### src/rtl/fb_arbiter.sv
// Framebuffer SRAM arbiter: video has fixed priority over SPI; a starvation
// counter forces one SPI slot after STARVE_LIMIT waits; video stalls are counted per frame.
module fb_arbiter #(
  parameter int ADDR_W       = 14,
  parameter int DATA_W       = 8,
  parameter int STARVE_LIMIT = 4
) (
  input  logic              clk_i,
  input  logic              rst_i,
  input  logic              vid_req_i,
  input  logic [ADDR_W-1:0] vid_addr_i,
  output logic              vid_gnt_o,
  output logic              vid_rvalid_o,
  output logic [DATA_W-1:0] vid_rdata_o,
  input  logic              spi_req_i,
  input  logic              spi_we_i,
  input  logic [ADDR_W-1:0] spi_addr_i,
  input  logic [DATA_W-1:0] spi_wdata_i,
  output logic              spi_gnt_o,
  output logic              spi_rvalid_o,
  output logic [DATA_W-1:0] spi_rdata_o,
  input  logic              next_frame_i,
  output logic              mem_en_o,
  output logic              mem_we_o,
  output logic [ADDR_W-1:0] mem_addr_o,
  output logic [DATA_W-1:0] mem_wdata_o,
  input  logic [DATA_W-1:0] mem_rdata_i,
  output logic [7:0]        stall_last_o,
  output logic [1:0]        dbg_state_o,
  output logic [3:0]        dbg_wait_o
);

  localparam logic [1:0] IDLE      = 2'd0;
  localparam logic [1:0] VID       = 2'd1;
  localparam logic [1:0] SPI_FORCE = 2'd2;
  localparam logic [3:0] LIMIT     = 4'(STARVE_LIMIT);

  logic [1:0]        state, state_nxt;
  logic [3:0]        wait_cnt;
  logic [7:0]        stall_cnt, stall_sum;
  logic              stall_inc;
  logic              force_nxt;
  logic              vid_pend, spi_pend;
  logic [DATA_W-1:0] vid_rdata_q, spi_rdata_q;

  // Handshake: a requester holds req (and its fields) until the cycle its gnt
  // is high; that cycle is the transfer, and req may drop or re-arm afterwards.
  always_comb begin
    vid_gnt_o = 1'b0;
    spi_gnt_o = 1'b0;
    case (state)
      SPI_FORCE: spi_gnt_o = spi_req_i;
      default: begin
        if (vid_req_i) vid_gnt_o = 1'b1;
        else           spi_gnt_o = spi_req_i;
      end
    endcase
  end

  assign force_nxt = spi_req_i && !spi_gnt_o && (wait_cnt == LIMIT);

  always_comb begin
    state_nxt = IDLE;
    if (force_nxt) begin
      state_nxt = SPI_FORCE;
    end else begin
      case (state)
        IDLE:      state_nxt = vid_req_i ? VID : IDLE;
        VID:       state_nxt = vid_req_i ? VID : IDLE;
        SPI_FORCE: state_nxt = vid_req_i ? VID : IDLE;
        default:   state_nxt = IDLE;
      endcase
    end
  end

  always_comb begin
    mem_en_o    = vid_gnt_o | spi_gnt_o;
    mem_we_o    = spi_gnt_o & spi_we_i;
    mem_addr_o  = '0;
    mem_wdata_o = '0;
    if (vid_gnt_o) begin
      mem_addr_o = vid_addr_i;
    end else if (spi_gnt_o) begin
      mem_addr_o  = spi_addr_i;
      mem_wdata_o = spi_wdata_i;
    end
  end

  assign stall_inc = vid_req_i && !vid_gnt_o;
  assign stall_sum = (stall_inc && stall_cnt != 8'hff) ? stall_cnt + 8'd1 : stall_cnt;

  always_ff @(posedge clk_i) begin
    if (rst_i) begin
      state        <= IDLE;
      wait_cnt     <= 4'd0;
      stall_cnt    <= 8'd0;
      stall_last_o <= 8'd0;
      vid_pend     <= 1'b0;
      spi_pend     <= 1'b0;
      vid_rdata_q  <= '0;
      spi_rdata_q  <= '0;
    end else begin
      state <= state_nxt;
      if (spi_gnt_o || !spi_req_i) wait_cnt <= 4'd0;
      else if (wait_cnt != 4'hf)   wait_cnt <= wait_cnt + 4'd1;
      vid_pend <= vid_gnt_o;
      spi_pend <= spi_gnt_o & ~spi_we_i;
      if (vid_pend) vid_rdata_q <= mem_rdata_i;
      if (spi_pend) spi_rdata_q <= mem_rdata_i;
      if (next_frame_i) begin
        stall_last_o <= stall_sum;
        stall_cnt    <= 8'd0;
      end else begin
        stall_cnt <= stall_sum;
      end
    end
  end

  // rvalid is masked while reset is asserted so a read granted just before
  // reset never reports data.
  assign vid_rvalid_o = vid_pend & ~rst_i;
  assign spi_rvalid_o = spi_pend & ~rst_i;
  assign vid_rdata_o  = vid_pend ? mem_rdata_i : vid_rdata_q;
  assign spi_rdata_o  = spi_pend ? mem_rdata_i : spi_rdata_q;

  assign dbg_state_o = state;
  assign dbg_wait_o  = wait_cnt;

endmodule

### config.mk
export PLATFORM = sky130hd
export DESIGN_NAME = fb_arbiter
export DESIGN_NICKNAME = d
export VERILOG_FILES = /design/src/rtl/fb_arbiter.sv
export SDC_FILE = /design/constraint.sdc
export NUM_CORES = 1
export LEC_CHECK = 0
export ABC_CLOCK_PERIOD_IN_PS = 1650
export BUFFER_PORTS_ARGS = -buffer_cell sky130_fd_sc_hd__buf_4
export CAP_MARGIN = 25
export CORE_ASPECT_RATIO = 1.2
export CORE_MARGIN = 5
export CORE_UTILIZATION = 40
export DETAILED_ROUTE_END_ITERATION = 12
export PLACE_DENSITY = 0.85
export SLEW_MARGIN = 20
export SYNTH_ARGS = -nofsm -noshare
export SYNTH_HDL_FRONTEND = slang
export SYNTH_SLANG_ARGS = --single-unit
### constraint.sdc
create_clock -name clk_i -period 1.65 [get_ports clk_i]
set_input_delay 0 -clock clk_i [delete_from_list [all_inputs] [get_ports clk_i]]
set_output_delay 0 -clock clk_i [all_outputs]
set_load 0.05 [all_outputs]
==> results of run 1 <==
state kept, by name, summed over array words and instances, names as in the netlist:
name          cells
dbg_wait_o        4
vid_pend          1
stall_cnt         8
stall_last_o      8
spi_rdata_q       8
dbg_state_o       2
vid_rdata_q       8
spi_pend          1
worst reg2reg max path, stage by stage, from the launching register on:
cell	delay, ns
dfxtp_4	0.37
buf_4	0.11
nand3b_4	0.09
or2_4	0.27
or4_4	0.42
a311oi_1	0.25
metal layers:
layer	GRT usage, %	routed length, um	vias to the layer above
met4	5.93	79	0
met3	5.10	437	10
li1	-	-	1023
met1	19.2	2220	911
met5	0	0	-
met2	27.5	2770	63
worst min path at each step:
stage | startpoint | slack [ns] | depth (start not counted) | to
after floorplan | spi_we_i | 0.08 | 1 | spi_pend$_SDFF_PP0_
after global placement | spi_we_i | 0.17 | 2 | spi_pend$_SDFF_PP0_
after detailed placement | spi_we_i | 0.17 | 2 | spi_pend$_SDFF_PP0_
after CTS | next_frame_i | 0.02 | 2 | stall_last_o[0]$_SDFFE_PP0P_
after global routing | next_frame_i | 0.03 | 2 | stall_last_o[0]$_SDFFE_PP0P_
final | next_frame_i | 0.04 | 2 | stall_last_o[0]$_SDFFE_PP0P_
cell type report:
cell class / count / area, um2
timing repair inverter: 1 / 7.51
clock inverter: 3 / 18.8
timing repair buffer: 118 / 970
multi-input combinational: 173 / 1160
fill: 406 / 1700
tap: 60 / 75.1
inverter: 5 / 22.5
sequential: 40 / 806
clock buffer: 5 / 68.8
cell usage after synthesis (2+ instances only):
cell type | instances | share of area (%)
mux2_2 | 16 | 9.2
a211oi_1 | 3 | 1.2
dfxtp_1 | 40 | 41
mux2i_1 | 2 | 1.0
nand2b_1 | 5 | 1.6
a311oi_1 | 2 | 0.90
inv_1 | 5 | 0.96
a21oi_1 | 5 | 1.3
nor2_1 | 15 | 2.9
o31ai_1 | 2 | 0.77
ha_1 | 3 | 1.9
and3b_1 | 3 | 1.3
nor2b_1 | 19 | 6.1
and3_1 | 10 | 3.2
o21ai_0 | 3 | 0.77
nand3_1 | 23 | 5.9
nor3_1 | 5 | 1.3
nor3b_1 | 3 | 1.2
clkbuf_1 | 14 | 2.7
nand2_1 | 35 | 6.7
cell families (layout without fill, tap and decap cells):
family          count (synthesis)  after routing
xor+xnor                        2              2
mux                            18             18
compound gates                 21             21
buf+inv                        19            132
simple gates                  129            129
flops                          40             40
fa+ha+maj                       3              3
power by group through the flow:
stage,Combinational (mW),Sequential (mW),Clock [mW]
2_1_floorplan,0.365,1.05,0
3_3_place_gp,0.602,1.03,0
3_5_place_dp,0.609,1.03,0
4_1_cts,0.615,1.00,0.657
5_1_grt,0.690,1.01,0.700
6_report,0.655,1.00,0.625
repair_timing:
item                                   in CTS  in global routing
gates cloned                                0                  2
endpoints found under the hold margin       2                  0
gates resized for setup                     1                 32
pin swaps                                   0                  9
hold buffers                                2                  0
setup buffers                               0                  5
setup endpoints to repair                  22                 30
==> flow_summary.ini, run 1 <==
[outcome]
outcome = completed

[sta]
rsz0062_at_grt = yes
fmax_ghz = 0.614
final_min_period_over_clock_period_pct = 98.7
final_report_setup_violation_count = 0
drv_slew = 0
timing.clock.skew_ns = 0.0112
fin_crit_ns = 1.63
holdWs_ns = 0.0418
hold_viol_final = 0
accumulated_negative_setup_slack_ns = 0
max_slew_margin_pct = 73.9
tightest_pin_transition_ns = 0.391
final_critical_path_setup_slack_ns = 0.0215

[die]
placement_rows = 28
die_x_um = 73.9
initial_utilization_pct = 40.5
chipHeight_um = 86.6
floorplan.die_area_um2 = 6400
core_area_um2 = 4830
io_pins = 108

[pwr]
report.power.total_mw = 2.28
vdd_ir_drop_max_uv = 437
cell_leakage_power_nw = 1.49
power_switching_mw = 0.741
pwr-share-comb_pct = 28.7
p_per_area_nw_per_um2 = 729
power.share.clock_pct = 27.4
netSwitchingFraction_pct = 32.5
register_share_of_total_power_pct = 43.9
p_int_mw = 1.54

[cells_and_area]
nets = 397
layout.cells.non_filler = 405
diodes = 0
postLayoutCoreUtil_pct = 64.8
mostFrequentLayoutCell = buf_4
syn2layout_area_growth_pct = 60.0
post_route_cells_drive_above_1_share_pct = 51.6
final_cell_area_um2 = 3130
leading_cell_types_in_the_layout_fill_and_taps_excluded = buf_4 (102), dfxtp_1 (38), nand3_1 (23)

[yosys]
synth.lib_cells_used.distinct = 39
synth_fp_nets = 285
yosys-mux-area-fraction_pct = 10.2
sequential_element_share_of_the_synthesized_area_pct = 40.9
synth-warning-count = 0
synth_compound_area_share_pct = 7.35
ys_async_sr_fraction_pct = 0
yosys.area_share.simple_pct = 35.0
post_synth_fa_ha_maj_area_fraction_pct = 1.92
post_synth.cell_area_avg_um2 = 8.43
netlist_instances = 232
ys_seq_elements = 40
synth_top_family_by_area = simple AND/OR/NAND/NOR gates
count_of_flip_flops_with_a_built_in_enable_after_synthesis = 0
post_synth_xor_area_fraction_pct = 0.895
synth-main-ff-cell = dfxtp_1
post_synth_instance_area_um2 = 1960

[detailed_routing]
detail_route.drc_violations = 0
totalWireLength_um = 5500
drtPass1Iterations = 4
drt_first_iter_violations = 41
route.antenna.remaining_nets = 0
post_drt_wl_per_cell_um = 13.6
via_count = 2007
vias_per_cell = 4.96

[worst_setup_path]
critPathCapture = mem_addr_o[6]
worstPathRequired_ns = 1.65
timing.reg2reg.worst_path_depth = 5
critical_path.n_buffers_inverters = 2
critical_path_peak_fanout = 8
crit_path_top_delay_cell = dfxtp_4
worst_setup_path_startpoint = dbg_state_o[1]$_SDFF_PP0_
crit_arrival_ns = 1.63
path_class = reg2out
cp.depth = 6
critical_path.endpoint_type = output port
critPathLaunchType = register
rr_startpoint = dbg_state_o[1]$_SDFF_PP0_
worst-r2r-setup-slack_ns = 0.05
r2r_end = stall_last_o[5]$_SDFFE_PP0P_
crit_chain = or2b_1 > nand2_4 > clkinvlp_4 > nand2_1 > nand2_2 > buf_4
cp_top_family = simple AND/OR/NAND/NOR gates
delay_contributed_by_the_slowest_stage_of_the_critical_path_ns = 0.37

[placement]
portBuffers = 107
dp_cells = 388
place.detailed.hpwl_um = 4110
dpl_cell_area_um2 = 2850
pre_cts_slack_ns = 0.0429
global_placer_s_final_weighted_congestion = 0.860

[clocking]
clock_tree.root_cell = clkbuf_8
cts.path.max_buffers = 2
num_clock_sinks = 40
cts_made_buffers = 5
clk-insertion-delay-late_ns = 0.29
clk_pin_slew_ns = 0.08
h-tree-depth = 2
tritoncts = done

[global_routing]
largest_net_degree_at_the_start_of_global_routing = 33
antenna_found_initial = 0
wire_length_of_the_first_global_routing_pass_um = 8250
groute.usage.overall_pct = 16.3
first_global_vias = 1842
gr-total-overflow = 0

[hold_path]
timing.hold.worst.class = in2reg

[job]
max_cap_violations = 0
(Power assumes the default switching activity.)
==> run 2, diff against run 1 <==
--- a/config.mk
+++ b/config.mk
@@ -8,9 +8,11 @@
 export ABC_CLOCK_PERIOD_IN_PS = 1650
 export BUFFER_PORTS_ARGS = -buffer_cell sky130_fd_sc_hd__buf_4
 export CAP_MARGIN = 25
+export CELL_PAD_IN_SITES_DETAIL_PLACEMENT = 1
+export CELL_PAD_IN_SITES_GLOBAL_PLACEMENT = 1
 export CORE_ASPECT_RATIO = 1.2
 export CORE_MARGIN = 5
-export CORE_UTILIZATION = 40
+export CORE_UTILIZATION = 28
 export DETAILED_ROUTE_END_ITERATION = 12
 export PLACE_DENSITY = 0.85
 export SLEW_MARGIN = 20
==> flow_summary.ini, run 2 (synthesized netlist as in run 1, its figures left out) <==
[outcome]
outcome = completed

[pwr]
power.share.clock_pct = 33.5
p_int_mw = 1.69
pwr-share-comb_pct = 25.7
p_per_area_nw_per_um2 = 790
netSwitchingFraction_pct = 31.6
cell_leakage_power_nw = 1.47
report.power.total_mw = 2.46
vdd_ir_drop_max_uv = 402
power_switching_mw = 0.777
register_share_of_total_power_pct = 40.7

[cells_and_area]
layout.cells.non_filler = 428
diodes = 0
nets = 393
post_route_cells_drive_above_1_share_pct = 49.0
final_cell_area_um2 = 3120
leading_cell_types_in_the_layout_fill_and_taps_excluded = buf_4 (106), dfxtp_1 (38), nand3_1 (22)
syn2layout_area_growth_pct = 59.2
final.fill_count = 833
mostFrequentLayoutCell = buf_4

[die]
placement_rows = 33
initial_utilization_pct = 28.7
chipHeight_um = 102
core_area_um2 = 6810
floorplan.die_area_um2 = 8770
die_x_um = 86.3
io_pins = 108

[detailed_routing]
vias_per_cell = 4.78
drtPass1Iterations = 4
totalWireLength_um = 6380
drt_first_iter_violations = 26
detail_route.drc_violations = 0
via_count = 2045
route.antenna.remaining_nets = 0
post_drt_wl_per_cell_um = 14.9

[worst_setup_path]
critical_path_peak_fanout = 25
worstPathRequired_ns = 1.65
critical_path.endpoint_type = output port
crit_chain = or2b_1 > nand2_4 > buf_12 > and3_2 > buf_4
critPathLaunchType = register
rr_startpoint = dbg_state_o[1]$_SDFF_PP0_
delay_contributed_by_the_slowest_stage_of_the_critical_path_ns = 0.37
crit_arrival_ns = 1.59
crit_path_top_delay_cell = dfxtp_4
worst-r2r-setup-slack_ns = 0.07
timing.reg2reg.worst_path_depth = 5
path_class = reg2out
r2r_end = stall_last_o[5]$_SDFFE_PP0P_

[sta]
tightest_pin_transition_ns = 0.400
max_slew_margin_pct = 73.1
fmax_ghz = 0.628
hold_viol_final = 0
final_min_period_over_clock_period_pct = 96.4
timing.clock.skew_ns = 0.00724
drv_slew = 0
holdWs_ns = 0.0487
fin_crit_ns = 1.59
final_critical_path_setup_slack_ns = 0.0587
final_report_setup_violation_count = 0

[clocking]
clk-insertion-delay-late_ns = 0.29
cts.path.max_buffers = 2
clk_pin_slew_ns = 0.08
cts_made_buffers = 5
tritoncts = done
num_clock_sinks = 40
h-tree-depth = 2
clock_tree.root_cell = clkbuf_8

[global_routing]
wire_length_of_the_first_global_routing_pass_um = 9730
first_global_vias = 2067
antenna_found_initial = 0
gr-total-overflow = 0
groute.usage.overall_pct = 13.8
largest_net_degree_at_the_start_of_global_routing = 33

[placement]
pre_cts_slack_ns = 0.00449
dp_cells = 417
portBuffers = 107
global_placer_s_final_weighted_congestion = 0.819
place.detailed.hpwl_um = 4890
dpl_cell_area_um2 = 2900

[job]
max_cap_violations = 0

[hold_path]
hold_start = next_frame_i
min_delay_path_depth = 2
timing.hold.worst.class = in2reg
endpoint_with_the_worst_hold_slack = stall_last_o[0]$_SDFFE_PP0P_
==> run 2: repair_timing <==
| item | in CTS | in global routing |
|---|---|---|
| cloned | 0 | 0 |
| buffers inserted | 0 | 1 |
| pin swaps | 1 | 1 |
| hold endpoints to repair | 2 | 0 |
| resized for setup | 7 | 11 |
| setup endpoints to repair | 25 | 29 |
| hold buffers | 2 | 0 |
==> run 2: cell type report <==
cell class | instances | area, um2 | share of cell area (%)
inverter | 5 | 18.8 | 0.602
sequential | 40 | 806 | 25.9
timing repair buffer | 115 | 903 | 29.0
tap | 87 | 109 | 3.49
multi-input combinational | 173 | 1160 | 37.3
clock buffer | 5 | 68.8 | 2.21
clock inverter | 3 | 46.3 | 1.49
==> run 2: worst max-delay path: cells and delay by family, from the launching register on <==
family,cells,cell delay [ns]
simple gates,3,0.55
flops,1,0.37
buf+inv,2,0.36
==> run 2: power groups by stage <==
| stage | clock network, mW | logic [mW] | registers [mW] |
|---|---|---|---|
| after floorplan | 0 | 0.365 | 1.05 |
| after global placement | 0 | 0.609 | 1.03 |
| after detailed placement | 0 | 0.617 | 1.03 |
| after CTS | 0.853 | 0.629 | 1.00 |
| after global routing | 0.902 | 0.668 | 1.01 |
| final | 0.825 | 0.633 | 1.00 |
==> run 2: how the worst max path moves through the flow <==
stage | from | end | slack (ns) | cells after the start
finish | dbg_state_o[1]$_SDFF_PP0_ | mem_wdata_o[4] | 0.06 | 5
global route | stall_cnt[0]$_SDFF_PP0_ | stall_last_o[5]$_SDFFE_PP0P_ | -0.002 | 4
CTS | dbg_state_o[1]$_SDFF_PP0_ | mem_addr_o[4] | 0.006 | 7
detailed placement | stall_cnt[0]$_SDFF_PP0_ | stall_last_o[5]$_SDFFE_PP0P_ | 0.004 | 5
global placement | stall_cnt[0]$_SDFF_PP0_ | stall_last_o[5]$_SDFFE_PP0P_ | 0.08 | 5
floorplan | dbg_state_o[1]$_SDFF_PP0_ | stall_last_o[5]$_SDFFE_PP0P_ | 0.01 | 4
==> run 2: per-layer routing <==
layer | up-vias | share of wire, % | GRT usage (%)
met5 | - | 0 | 0
met2 | 45 | 56 | 25.6
met1 | 980 | 38 | 15.8
met3 | 11 | 4.3 | 3.17
met4 | 0 | 1.8 | 3.60
li1 | 1009 | - | -
==> run 2: metrics by stage <==
stage | util, % | TNS, ns
after floorplan | - | 0
after global placement | 42.5 | 0
after detailed placement | 42.5 | 0
after CTS | 44.9 | 0
after global routing | 45.7 | -0.00184
final | 45.7 | 0
